===== config.mk =====
export PLATFORM = sky130hd
export DESIGN_NAME = rtf65002_dcache_fill
export DESIGN_NICKNAME = d
export VERILOG_FILES = /design/src/rtl/rtf65002_dcache_fill.sv
export SDC_FILE = /design/constraint.sdc
export NUM_CORES = 1
export LEC_CHECK = 0
export BUFFER_PORTS_ARGS = -buffer_cell sky130_fd_sc_hd__buf_2
export CAP_MARGIN = 10
export CORE_ASPECT_RATIO = 1.75
export CORE_MARGIN = 2
export CORE_UTILIZATION = 40
export DETAILED_ROUTE_END_ITERATION = 10
export GPL_ROUTABILITY_DRIVEN = 0
export GPL_TIMING_DRIVEN = 0
export PLACE_DENSITY = 0.66
export RECOVER_POWER = 50
export SLEW_MARGIN = 10
export SYNTH_ARGS = -nofsm -noshare
export SYNTH_HDL_FRONTEND = slang
export SYNTH_SLANG_ARGS = --single-unit

===== constraint.sdc =====
create_clock -name clk_i -period 7.83 [get_ports clk_i]
set_clock_uncertainty 0.15 [all_clocks]
set_input_delay 1.566 -clock clk_i [delete_from_list [all_inputs] [get_ports clk_i]]
set_output_delay 1.566 -clock clk_i [all_outputs]
set_load 0.1 [all_outputs]

===== src/rtl/rtf65002_dcache_fill.sv =====
// Data-cache line fill: 4-beat wrapping Wishbone read burst, then an in-order 4-cycle cache
// write whose word-3 write commits the tag. RTF65002_DCACHE_FILL_TIMEOUT_EN adds an ack timeout.
module rtf65002_dcache_fill #(
  parameter int unsigned TIMEOUT = 255
) (
  input  logic        clk_i,
  input  logic        rst_ni,
  input  logic        miss_i,
  input  logic [31:0] miss_adr_i,
  output logic        busy_o,
  output logic        cyc_o,
  output logic        stb_o,
  output logic [2:0]  cti_o,
  output logic [1:0]  bte_o,
  output logic [31:0] adr_o,
  input  logic        ack_i,
  input  logic        err_i,
  input  logic [31:0] dat_i,
  output logic        crit_vld_o,
  output logic [31:0] crit_dat_o,
  output logic        wr_o,
  output logic [31:0] wadr_o,
  output logic [31:0] wdat_o,
  output logic        done_o,
  output logic        err_o
);

  typedef enum logic [1:0] {StIdle, StBurst, StWrite} state_e;

  state_e      state_q;
  logic [1:0]  beats_q;
  logic [31:0] line_buf [4];
  logic        abort;
  logic [1:0]  next_k;

  assign next_k = wadr_o[1:0] + 2'd1;

`ifdef RTF65002_DCACHE_FILL_TIMEOUT_EN
  logic [7:0] tmo_q;

  always_ff @(posedge clk_i or negedge rst_ni) begin
    if (!rst_ni) begin
      tmo_q <= '0;
    end else if (state_q != StBurst || ack_i) begin
      tmo_q <= '0;
    end else begin
      tmo_q <= tmo_q + 8'd1;
    end
  end

  assign abort = err_i || (!ack_i && (tmo_q == 8'(TIMEOUT - 1)));
`else
  assign abort = err_i;
`endif

  // Line buffer is deliberately not reset.
  always_ff @(posedge clk_i) begin
    if (state_q == StBurst && ack_i && !abort) begin
      line_buf[adr_o[1:0]] <= dat_i;
    end
  end

  always_ff @(posedge clk_i or negedge rst_ni) begin
    if (!rst_ni) begin
      state_q    <= StIdle;
      beats_q    <= '0;
      busy_o     <= 1'b0;
      cyc_o      <= 1'b0;
      stb_o      <= 1'b0;
      cti_o      <= 3'b000;
      bte_o      <= 2'b00;
      adr_o      <= '0;
      crit_vld_o <= 1'b0;
      crit_dat_o <= '0;
      wr_o       <= 1'b0;
      wadr_o     <= '0;
      wdat_o     <= '0;
      done_o     <= 1'b0;
      err_o      <= 1'b0;
    end else begin
      crit_vld_o <= 1'b0;
      done_o     <= 1'b0;
      err_o      <= 1'b0;
      wr_o       <= 1'b0;
      unique case (state_q)
        StIdle: begin
          if (miss_i) begin
            state_q <= StBurst;
            beats_q <= '0;
            busy_o  <= 1'b1;
            cyc_o   <= 1'b1;
            stb_o   <= 1'b1;
            cti_o   <= 3'b010;
            bte_o   <= 2'b01;
            adr_o   <= miss_adr_i;
          end
        end
        StBurst: begin
          if (abort) begin
            state_q <= StIdle;
            busy_o  <= 1'b0;
            cyc_o   <= 1'b0;
            stb_o   <= 1'b0;
            cti_o   <= 3'b000;
            bte_o   <= 2'b00;
            err_o   <= 1'b1;
          end else if (ack_i) begin
            beats_q     <= beats_q + 2'd1;
            adr_o[1:0]  <= adr_o[1:0] + 2'd1;
            if (beats_q == 2'd0) begin
              crit_vld_o <= 1'b1;
              crit_dat_o <= dat_i;
            end
            if (beats_q == 2'd2) begin
              cti_o <= 3'b111;
            end
            if (beats_q == 2'd3) begin
              state_q <= StWrite;
              cyc_o   <= 1'b0;
              stb_o   <= 1'b0;
              cti_o   <= 3'b000;
              bte_o   <= 2'b00;
              wr_o    <= 1'b1;
              wadr_o  <= {adr_o[31:2], 2'b00};
              // Word 0 may be the beat landing in the buffer this very cycle.
              wdat_o  <= (adr_o[1:0] == 2'd0) ? dat_i : line_buf[0];
            end
          end
        end
        StWrite: begin
          if (wadr_o[1:0] == 2'd3) begin
            state_q <= StIdle;
            busy_o  <= 1'b0;
            done_o  <= 1'b1;
          end else begin
            wr_o        <= 1'b1;
            wadr_o[1:0] <= next_k;
            wdat_o      <= line_buf[next_k];
          end
        end
        default: state_q <= StIdle;
      endcase
    end
  end

endmodule

==> results of run 1 <==
==> metrics by stage <==
stage	hold slack, ps	instances
floorplan	391	715
global placement	311	1290
detailed placement	319	1295
CTS	333	1340
global route	356	1340
finish	326	1340
==> state kept, by name (all words and copies together) (netlist names) <==
signal,flops
wadr_o,32
busy_o,1
done_o,1
crit_dat_o,32
wdat_o,32
stb_o,1
state_q,2
beats_q,2
adr_o,32
crit_vld_o,1
err_o,1
wr_o,1
line_buf,128
cti_o,2
==> cell families after synthesis <==
family / synth area share [%]
flops: 65.8
mux: 16.3
compound gates: 8.47
simple gates: 4.91
buf+inv: 2.89
fa+ha+maj: 1.57
other cells: 0.0336
==> metal layers <==
layer  vias up  track usage (%)  share of wire, %  wire [um]
li1       3146                -                 -          -
met1      3507             19.8                36       9600
met2       218             34.3                55      14600
met3        45             3.77               5.9       1550
met4         0             6.45               2.5        653
met5         -                0                 0          0
==> area by class of cell <==
| class | count | area share, % |
|---|---|---|
| inverters | 9 | 0.270 |
| multi-input cells | 392 | 25.7 |
| clock inverters | 14 | 0.904 |
| clock buffers | 31 | 4.83 |
| well taps | 369 | 3.44 |
| plain buffers | 46 | 2.04 |
| flip-flops and latches | 268 | 54.7 |
| repair buffers | 211 | 8.16 |
==> worst max-delay path by stage <==
stage	endpoint	slack, ps	depth (start not counted)
2_1_floorplan	line_buf[1][0]	4640	3
3_3_place_gp	crit_dat_o[19]	2810	1
3_5_place_dp	crit_dat_o[7]	4640	5
4_1_cts	wadr_o[0]	4550	1
5_1_grt	crit_dat_o[20]	2950	1
6_report	wdat_o[11]	3610	1
==> cells in the final DEF (no fill, tap or decap), drive strengths merged, types with 2 or more instances in the layout <==
master  Yosys  final
clkinv      0     11
o31ai      32     32
nor2        6      6
nand3       3      3
mux2      157    157
o22ai      33     33
clkbuf     16     86
inv         9      9
buf        30    202
bufinv      0      2
edfxtp    128    128
nor2b      34     34
mux2i       5      5
o21ai       4      4
and3        4      4
a21oi       7      7
a211oi     32     32
nand2      41     41
ha         14     14
dfrtp     140    140
nand2b      4      4
==> worst register-to-register path, stage by stage, from the launching register on <==
cell and delay [ps]:
sky130_fd_sc_hd__dfrtp_1 420, sky130_fd_sc_hd__inv_1 130, sky130_fd_sc_hd__ha_1 200, sky130_fd_sc_hd__buf_4 210, sky130_fd_sc_hd__buf_6 190, sky130_fd_sc_hd__clkbuf_1 500, sky130_fd_sc_hd__and3_2 470, sky130_fd_sc_hd__buf_12 250
==> results.sh, run 1 <==
export IMPL_outcome="finished with violations"
export IMPL_violations="capacitance limit, slew limit"
export IMPL_synthDominantAreaCellType="sky130_fd_sc_hd__edfxtp_1"
export IMPL_worst_path_cell_trace="clkbuf_1"
export IMPL_worstSetupEndpointType="asynchronous set/reset pin"
export IMPL_synth_edff_count=128
export IMPL_global_route_overflow_total=0
export IMPL_layout_min_cycle_time_ps=4220
export IMPL_preCtsSetupSlack_ps=4640
export IMPL_hold_path_depth=2
export IMPL_die_height_um=225
export IMPL_rr_startpoint="adr_o[0]"
export IMPL_hold_class="reg2reg"
export IMPL_core_area_um2=27300
export IMPL_detailedPlacementHpwl_mm=18.3
export IMPL_reg2reg_depth=7
export IMPL_numCtsBuffers=25
export IMPL_cts_hold_buffers_added=0
export IMPL_reg2reg_slack_ps=5000
export IMPL_timing_max_cap_violations=1
export IMPL_crit_path_start="rst_ni"
export IMPL_post_route_drc_count=0
export IMPL_worstPathMaxFanout=54
export IMPL_worst_endpoint_arrival_ps=3940
export IMPL_synth_fp_nets=798
export IMPL_finalSetupViolCount=0
export IMPL_crit_path_kind="in2async"
export IMPL_cts_sinks=268
export IMPL_syn2layout_area_growth_pct=20.3
export IMPL_fp_dieArea_um2=29300
export IMPL_synth_warnings=0
export IMPL_cell_with_the_most_instances_after_synthesis="sky130_fd_sc_hd__mux2_2"
export IMPL_synth_top_flop_cell="sky130_fd_sc_hd__dfrtp_1"
export IMPL_multi_input_comb_area_um2=3450
export IMPL_max_slew_margin_rel_pct=-124
export IMPL_yosys_cell_types_count=43
export IMPL_instance_area_at_placement_um2=12800
export IMPL_cts_buffer_depth=3
export IMPL_synth_async_sr_flop_share_pct=52.2
export IMPL_yosys_area_top_type_share_pct=34.4
export IMPL_slew_violations=54
export IMPL_path_clk_slew_ps=60
export IMPL_port_buffers=206
export IMPL_synth_cell_area_um2=11200
export IMPL_max_clock_freq_ghz=0.237
export IMPL_setup_total_negative_slack_ps=0
export IMPL_cts_resized_gates=0
export IMPL_seqCellArea_um2=7350
export IMPL_drt_antenna_violating_nets=0
export IMPL_crit_reg2reg_capture="line_buf[0][2]"
export IMPL_wire_length_of_the_first_global_routing_pass_mm=40.8
export IMPL_total_i_o_pin_count=209
export IMPL_finalNetCount=1036
export IMPL_post_cts_repair_setup_buffers=0
export IMPL_viasPerCell=5.16
export IMPL_groute_usage_overall_pct=18.2
export IMPL_grt_antenna_before_repair=0
export IMPL_tritoncts="yes"
export IMPL_cpLargestDelayFamily="buffers and inverters"
export IMPL_clk_insertion_delay_late_ps=520
export IMPL_initial_core_util_pct=40.8
export IMPL_cp_num_buf_inv=1
export IMPL_via_count=6916
export IMPL_cell_count_after_synthesis=715
export IMPL_worstMarginPinSlew_ps=3370
export IMPL_fillerInstances=2415
export IMPL_worst_path_largest_cell_delay_ps=2320
export IMPL_detail_route_wirelength_mm=26.4
export IMPL_drtPass1Iterations=5
export IMPL_antenna_diode_count=0
export IMPL_root_buffer="sky130_fd_sc_hd__clkbuf_16"
export IMPL_routed_wire_length_per_instance_um=19.7
export IMPL_drt_iter0_markers=344
export IMPL_timing_critical_path_slowest_stage_cell="sky130_fd_sc_hd__clkbuf_1"
export IMPL_ys_top_cells_by_count="sky130_fd_sc_hd__mux2_2, sky130_fd_sc_hd__dfrtp_1, sky130_fd_sc_hd__edfxtp_1"
export IMPL_worstPathRequired_ps=7550
export IMPL_std_cell_rows=80
export IMPL_hp_start="wdat_o[27]"
export IMPL_seq_area_frac_synth_pct=65.8
export IMPL_synth_area_leaders="sky130_fd_sc_hd__edfxtp_1, sky130_fd_sc_hd__dfrtp_1, sky130_fd_sc_hd__mux2_2, sky130_fd_sc_hd__o31ai_2, sky130_fd_sc_hd__a211oi_1"
export IMPL_synth_seq_cells=268
export IMPL_cts_max_level=1
export IMPL_postLayoutCellArea_um2=13400
export IMPL_die_width_um=130
export IMPL_startpoint_type="primary input"
export IMPL_grt_pass1_vias=7495
export IMPL_grt_max_degree=88
export IMPL_drive_gt1_share_pct=42.7
export IMPL_final_util_pct=49.1
export IMPL_worst_hold_path_endpoint="wdat_o[27]"
export IMPL_hold_viol=0
export IMPL_worst_slack_ps=3610
export IMPL_avgSynthCellArea_um2=15.6
export IMPL_final_min_period_over_clock_period_pct=53.9
export IMPL_setup_repair_after_global_routing_missed_its_margin="no"
Power of run 1 is not shown: default switching activity piles up to over one toggle a cycle in this logic, so the estimate is an artifact.
==> inputs of run 2 (changes only) <==
--- a/config.mk
+++ b/config.mk
@@ -13,7 +13,7 @@
 export DETAILED_ROUTE_END_ITERATION = 10
 export GPL_ROUTABILITY_DRIVEN = 0
 export GPL_TIMING_DRIVEN = 0
-export PLACE_DENSITY = 0.66
+export PLACE_DENSITY = 0.68
 export RECOVER_POWER = 50
 export SLEW_MARGIN = 10
 export SYNTH_ARGS = -nofsm -noshare
==> constraint.sdc (replaced) <==
create_clock -name clk_i -period 3.55 [get_ports clk_i]
set_clock_uncertainty 0.15 [all_clocks]
set_input_delay 0.71 -clock clk_i [delete_from_list [all_inputs] [get_ports clk_i]]
set_output_delay 0.71 -clock clk_i [all_outputs]
set_load 0.1 [all_outputs]
==> results.sh, run 2 (synthesis gave the netlist of run 1 again) <==
export IMPL_multi_input_comb_area_um2=3470
export IMPL_hold_viol=0
export IMPL_finalSetupViolCount=0
export IMPL_detail_route_wirelength_mm=26.3
export IMPL_final_util_pct=49.5
export IMPL_via_count=6809
export IMPL_drt_iter0_markers=351
export IMPL_worstPathRequired_ps=3820
export IMPL_layout_min_cycle_time_ps=2950
export IMPL_worst_path_largest_cell_delay_ps=440
export IMPL_die_height_um=225
export IMPL_path_clk_slew_ps=60
export IMPL_wire_length_of_the_first_global_routing_pass_mm=40.5
export IMPL_worst_endpoint_arrival_ps=3220
export IMPL_groute_usage_overall_pct=18.2
export IMPL_total_i_o_pin_count=209
export IMPL_root_buffer="sky130_fd_sc_hd__clkbuf_16"
export IMPL_startpoint_type="flop"
export IMPL_setup_repair_after_global_routing_missed_its_margin="no"
export IMPL_cts_sinks=268
export IMPL_drt_antenna_violating_nets=0
export IMPL_fillerInstances=2415
export IMPL_fp_dieArea_um2=29300
export IMPL_worstSetupEndpointType="flop"
export IMPL_grt_antenna_before_repair=0
export IMPL_finalNetCount=1038
export IMPL_layout_cells_most_common_list="sky130_fd_sc_hd__buf_2, sky130_fd_sc_hd__mux2_2, sky130_fd_sc_hd__dfrtp_1"
export IMPL_worstPathMaxFanout=10
export IMPL_routed_wire_length_per_instance_um=19.6
export IMPL_largest_reg_flops=128
export IMPL_initial_core_util_pct=40.8
export IMPL_antenna_diode_count=0
export IMPL_crit_path_kind="reg2reg"
export IMPL_core_area_um2=27300
export IMPL_worst_path_cell_trace="inv_1 -> ha_1 -> clkbuf_1 -> inv_4 -> nor2_1 -> nand3_2 -> buf_2 -> mux2_1"
export IMPL_tritoncts="yes"
export IMPL_cts_resized_gates=0
export IMPL_std_cell_rows=80
export IMPL_detailedPlacementHpwl_mm=18.1
export IMPL_outcome="finished with violations"
export IMPL_worstMarginPinSlew_ps=1510
export IMPL_leading_cell_type_in_the_layout_fill_and_taps_excluded="sky130_fd_sc_hd__buf_2"
export IMPL_die_width_um=130
export IMPL_max_slew_margin_rel_pct=-0.845
export IMPL_cts_max_level=1
export IMPL_post_cts_repair_setup_buffers=0
export IMPL_grt_pass1_vias=7219
export IMPL_slew_violations=59
export IMPL_seqCellArea_um2=7350
export IMPL_port_buffers=206
export IMPL_cts_buffer_depth=3
export IMPL_timing_critical_path_slowest_stage_cell="sky130_fd_sc_hd__clkbuf_1"
export IMPL_cpLargestDelayFamily="buffers and inverters"
export IMPL_viasPerCell=5.07
export IMPL_post_route_drc_count=0
export IMPL_clk_insertion_delay_late_ps=540
export IMPL_cts_hold_buffers_added=1
export IMPL_grt_max_degree=83
export IMPL_drtPass1Iterations=4
export IMPL_hold_class="in2reg"
export IMPL_timing_max_cap_violations=1
export IMPL_final_min_period_over_clock_period_pct=83.1
export IMPL_max_clock_freq_ghz=0.339
export IMPL_drive_gt1_share_pct=40.8
export IMPL_numCtsBuffers=26
export IMPL_syn2layout_area_growth_pct=21.2
export IMPL_global_route_overflow_total=0
export IMPL_violations="capacitance limit, slew limit"
export IMPL_cp_num_buf_inv=4
==> run 2: changes by cell type in the layout (fill, tap and decap cells not counted), moves of 2 or more <==
cell	before	now
sky130_fd_sc_hd__clkinv_2	6	4
sky130_fd_sc_hd__clkbuf_1	61	86
sky130_fd_sc_hd__clkinv_1	4	2
sky130_fd_sc_hd__buf_2	181	156
sky130_fd_sc_hd__clkbuf_16	25	27
sky130_fd_sc_hd__clkbuf_8	0	3
==> run 2: layer usage <==
layer  wire (um)  vias up  global-route usage (%)
met5           0        -                       0
met4         529        0                    6.38
met3        1470       28                    3.47
met2       14600      203                    33.9
met1        9770     3434                    20.3
li1            -     3144                       -
==> run 2: per-stage QoR <==
step	setup WS (ps)	cells	cell area (um2)	TNS, ps	hold WS, ps
after floorplan	427	715	11200	0	264
after global placement	-622	1290	12700	-93180	313
after detailed placement	682	1295	12800	0	320
after CTS	670	1344	13600	0	230
after global routing	360	1344	13500	0	232
final	601	1344	13500	0	249
==> run 2: worst reg2reg max path: stages (launching register included) <==
cell	delay (ps)
sky130_fd_sc_hd__dfrtp_1	420
sky130_fd_sc_hd__inv_1	120
sky130_fd_sc_hd__ha_1	150
sky130_fd_sc_hd__clkbuf_1	440
sky130_fd_sc_hd__inv_4	100
sky130_fd_sc_hd__nor2_1	440
sky130_fd_sc_hd__nand3_2	300
sky130_fd_sc_hd__buf_2	340
sky130_fd_sc_hd__mux2_1	370
==> run 2: path summary, 6_finish.rpt <==
| kind | cells after the start | slack (ps) | endpoint | startpoint |
|---|---|---|---|---|
| min in group asynchronous | 2 | 920 | wadr_o[19] | rst_ni |
| max in group asynchronous | 3 | 1180 | wdat_o[14] | rst_ni |
| max reg2reg | 8 | 600 | crit_dat_o[1] | state_q[1] |
| min reg2reg | 2 | 330 | wdat_o[17] | wdat_o[17] |
| max | 8 | 600 | crit_dat_o[1] | state_q[1] |
| min | 2 | 250 | adr_o[18] | miss_adr_i[18] |
==> run 2: area by class of cell <==
cell class,instances,share of cell area (%)
plain buffers,46,2.07
multi-input cells,392,25.6
flip-flops and latches,268,54.3
repair buffers,212,7.94
clock inverters,11,0.851
inverters,9,0.268
well taps,369,3.41
clock buffers,37,5.49
Power of run 2 is left out for the same reason.
==> inputs of run 3 (changes only) <==
--- a/config.mk
+++ b/config.mk
@@ -13,7 +13,7 @@
 export DETAILED_ROUTE_END_ITERATION = 10
 export GPL_ROUTABILITY_DRIVEN = 0
 export GPL_TIMING_DRIVEN = 0
-export PLACE_DENSITY = 0.68
+export PLACE_DENSITY = 0.66
 export RECOVER_POWER = 50
 export SLEW_MARGIN = 10
 export SYNTH_ARGS = -nofsm -noshare
==> constraint.sdc (replaced) <==
create_clock -name clk_i -period 3.1 [get_ports clk_i]
set_clock_uncertainty 0.15 [all_clocks]
set_input_delay 0.62 -clock clk_i [delete_from_list [all_inputs] [get_ports clk_i]]
set_output_delay 0.62 -clock clk_i [all_outputs]
set_load 0.1 [all_outputs]
==> results.sh, run 3 (synthesis gave the netlist of run 1 again) <==
export IMPL_outcome="finished with violations"
export IMPL_violations="capacitance limit, slew limit"
export IMPL_cts_buffer_depth=3
export IMPL_fp_dieArea_um2=29300
export IMPL_worstMarginPinSlew_ps=1660
export IMPL_path_clk_slew_ps=70
export IMPL_hp_start="miss_adr_i[20]"
export IMPL_drt_iter0_markers=316
export IMPL_postLayoutCellArea_um2=13600
export IMPL_setup_total_negative_slack_ps=0
export IMPL_initial_core_util_pct=40.8
export IMPL_numCtsBuffers=25
export IMPL_root_buffer="sky130_fd_sc_hd__clkbuf_16"
export IMPL_die_height_um=225
export IMPL_std_cell_rows=80
export IMPL_die_width_um=130
export IMPL_crit_reg2reg_capture="line_buf[0][22]"
export IMPL_drt_antenna_violating_nets=0
export IMPL_worstPathMaxFanout=32
export IMPL_clk_insertion_delay_late_ps=540
export IMPL_finalSetupViolCount=0
export IMPL_hold_viol=0
export IMPL_worst_endpoint_arrival_ps=2860
export IMPL_hold_class="in2reg"
export IMPL_timing_max_cap_violations=1
export IMPL_syn2layout_area_growth_pct=21.5
export IMPL_worst_hold_path_endpoint="adr_o[20]"
export IMPL_leading_cell_type_in_the_layout_fill_and_taps_excluded="sky130_fd_sc_hd__buf_2"
export IMPL_via_count=6829
export IMPL_rr_startpoint="adr_o[0]"
export IMPL_max_slew_margin_rel_pct=-10.5
export IMPL_grt_antenna_before_repair=1
export IMPL_setup_repair_after_global_routing_missed_its_margin="no"
export IMPL_routed_wire_length_per_instance_um=19.3
export IMPL_tritoncts="yes"
export IMPL_max_clock_freq_ghz=0.351
export IMPL_layout_min_cycle_time_ps=2850
export IMPL_reg2reg_depth=6
export IMPL_drive_gt1_share_pct=40.9
export IMPL_slew_violations=65
export IMPL_instance_area_at_placement_um2=12800
export IMPL_crit_path_kind="reg2reg"
export IMPL_cts_sinks=268
export IMPL_largest_reg_flops=128
export IMPL_final_min_period_over_clock_period_pct=91.9
export IMPL_groute_usage_overall_pct=18.0
export IMPL_detail_route_wirelength_mm=25.9
export IMPL_worstPathRequired_ps=3110
export IMPL_hold_path_depth=2
export IMPL_wire_length_of_the_first_global_routing_pass_mm=40.2
export IMPL_layout_cells_most_common_list="sky130_fd_sc_hd__buf_2, sky130_fd_sc_hd__mux2_2, sky130_fd_sc_hd__dfrtp_1"
export IMPL_core_area_um2=27300
export IMPL_viasPerCell=5.09
export IMPL_port_buffers=206
export IMPL_startpoint_type="flop"
export IMPL_reg2reg_slack_ps=250
export IMPL_drtPass1Iterations=4
export IMPL_cts_max_level=1
export IMPL_finalNetCount=1036
export IMPL_grt_max_degree=77
export IMPL_grt_pass1_vias=7224
export IMPL_detailedPlacementHpwl_mm=18.1
export IMPL_post_route_drc_count=0
export IMPL_worstSetupEndpointType="flop"
export IMPL_total_i_o_pin_count=209
export IMPL_post_cts_repair_setup_buffers=0
export IMPL_global_route_overflow_total=0
export IMPL_antenna_diode_count=0
==> run 3: critical path, cell delays in order, from the launching register on <==
cell                       delay, ps
sky130_fd_sc_hd__dfrtp_1         430
sky130_fd_sc_hd__inv_1           120
sky130_fd_sc_hd__ha_1            220
sky130_fd_sc_hd__buf_4           220
sky130_fd_sc_hd__buf_6           180
sky130_fd_sc_hd__clkbuf_1        490
sky130_fd_sc_hd__and3_4          650
==> run 3: how the worst max path moves through the flow <==
stage / start / to / depth (start not counted)
after global routing: adr_o[0] / line_buf[0][22] / 6
after floorplan: adr_o[0] / line_buf[0][0] / 6
after detailed placement: adr_o[0] / line_buf[0][30] / 6
after CTS: adr_o[0] / line_buf[0][22] / 6
final: adr_o[0] / line_buf[0][22] / 6
after global placement: rst_ni / crit_dat_o[13] / 1
==> run 3: cell type report <==
cell class                 instances  area, um2
clock buffer                      30        664
clock inverter                    16        240
timing repair buffer             211       1050
buffer                            46        280
sequential                       268       7350
tap                              369        462
inverter                           9       36.3
multi-input combinational        392       3480
fill                            2426      13800
==> run 3: metrics by stage <==
| step | hold WS (ps) | utilization (%) | cells | setup WS [ps] |
|---|---|---|---|---|
| after floorplan | 174 | - | 715 | 300 |
| after global placement | 311 | 46.3 | 1290 | -963 |
| after detailed placement | 315 | 46.7 | 1294 | -51.3 |
| after CTS | 136 | 50.0 | 1341 | 204 |
| after global routing | 136 | 49.6 | 1341 | 134 |
| final | 160 | 49.6 | 1341 | 251 |
==> run 3: layer usage <==
layer  GRT usage (%)  share of wire (%)  vias to the layer above
met5               0              0.050                        -
met3            3.75                5.9                       38
met2            33.4                 55                      208
li1                -                  -                     3139
met4            6.52                2.7                        2
met1            19.9                 36                     3442
==> run 3: what timing repair did <==
action | CTS | global route
endpoints found under the hold margin | 64 | 0
resized for setup | 1 | 0
hold buffers | 1 | 0
endpoints found under the setup margin | 32 | 0
Power of run 3 is left out for the same reason.
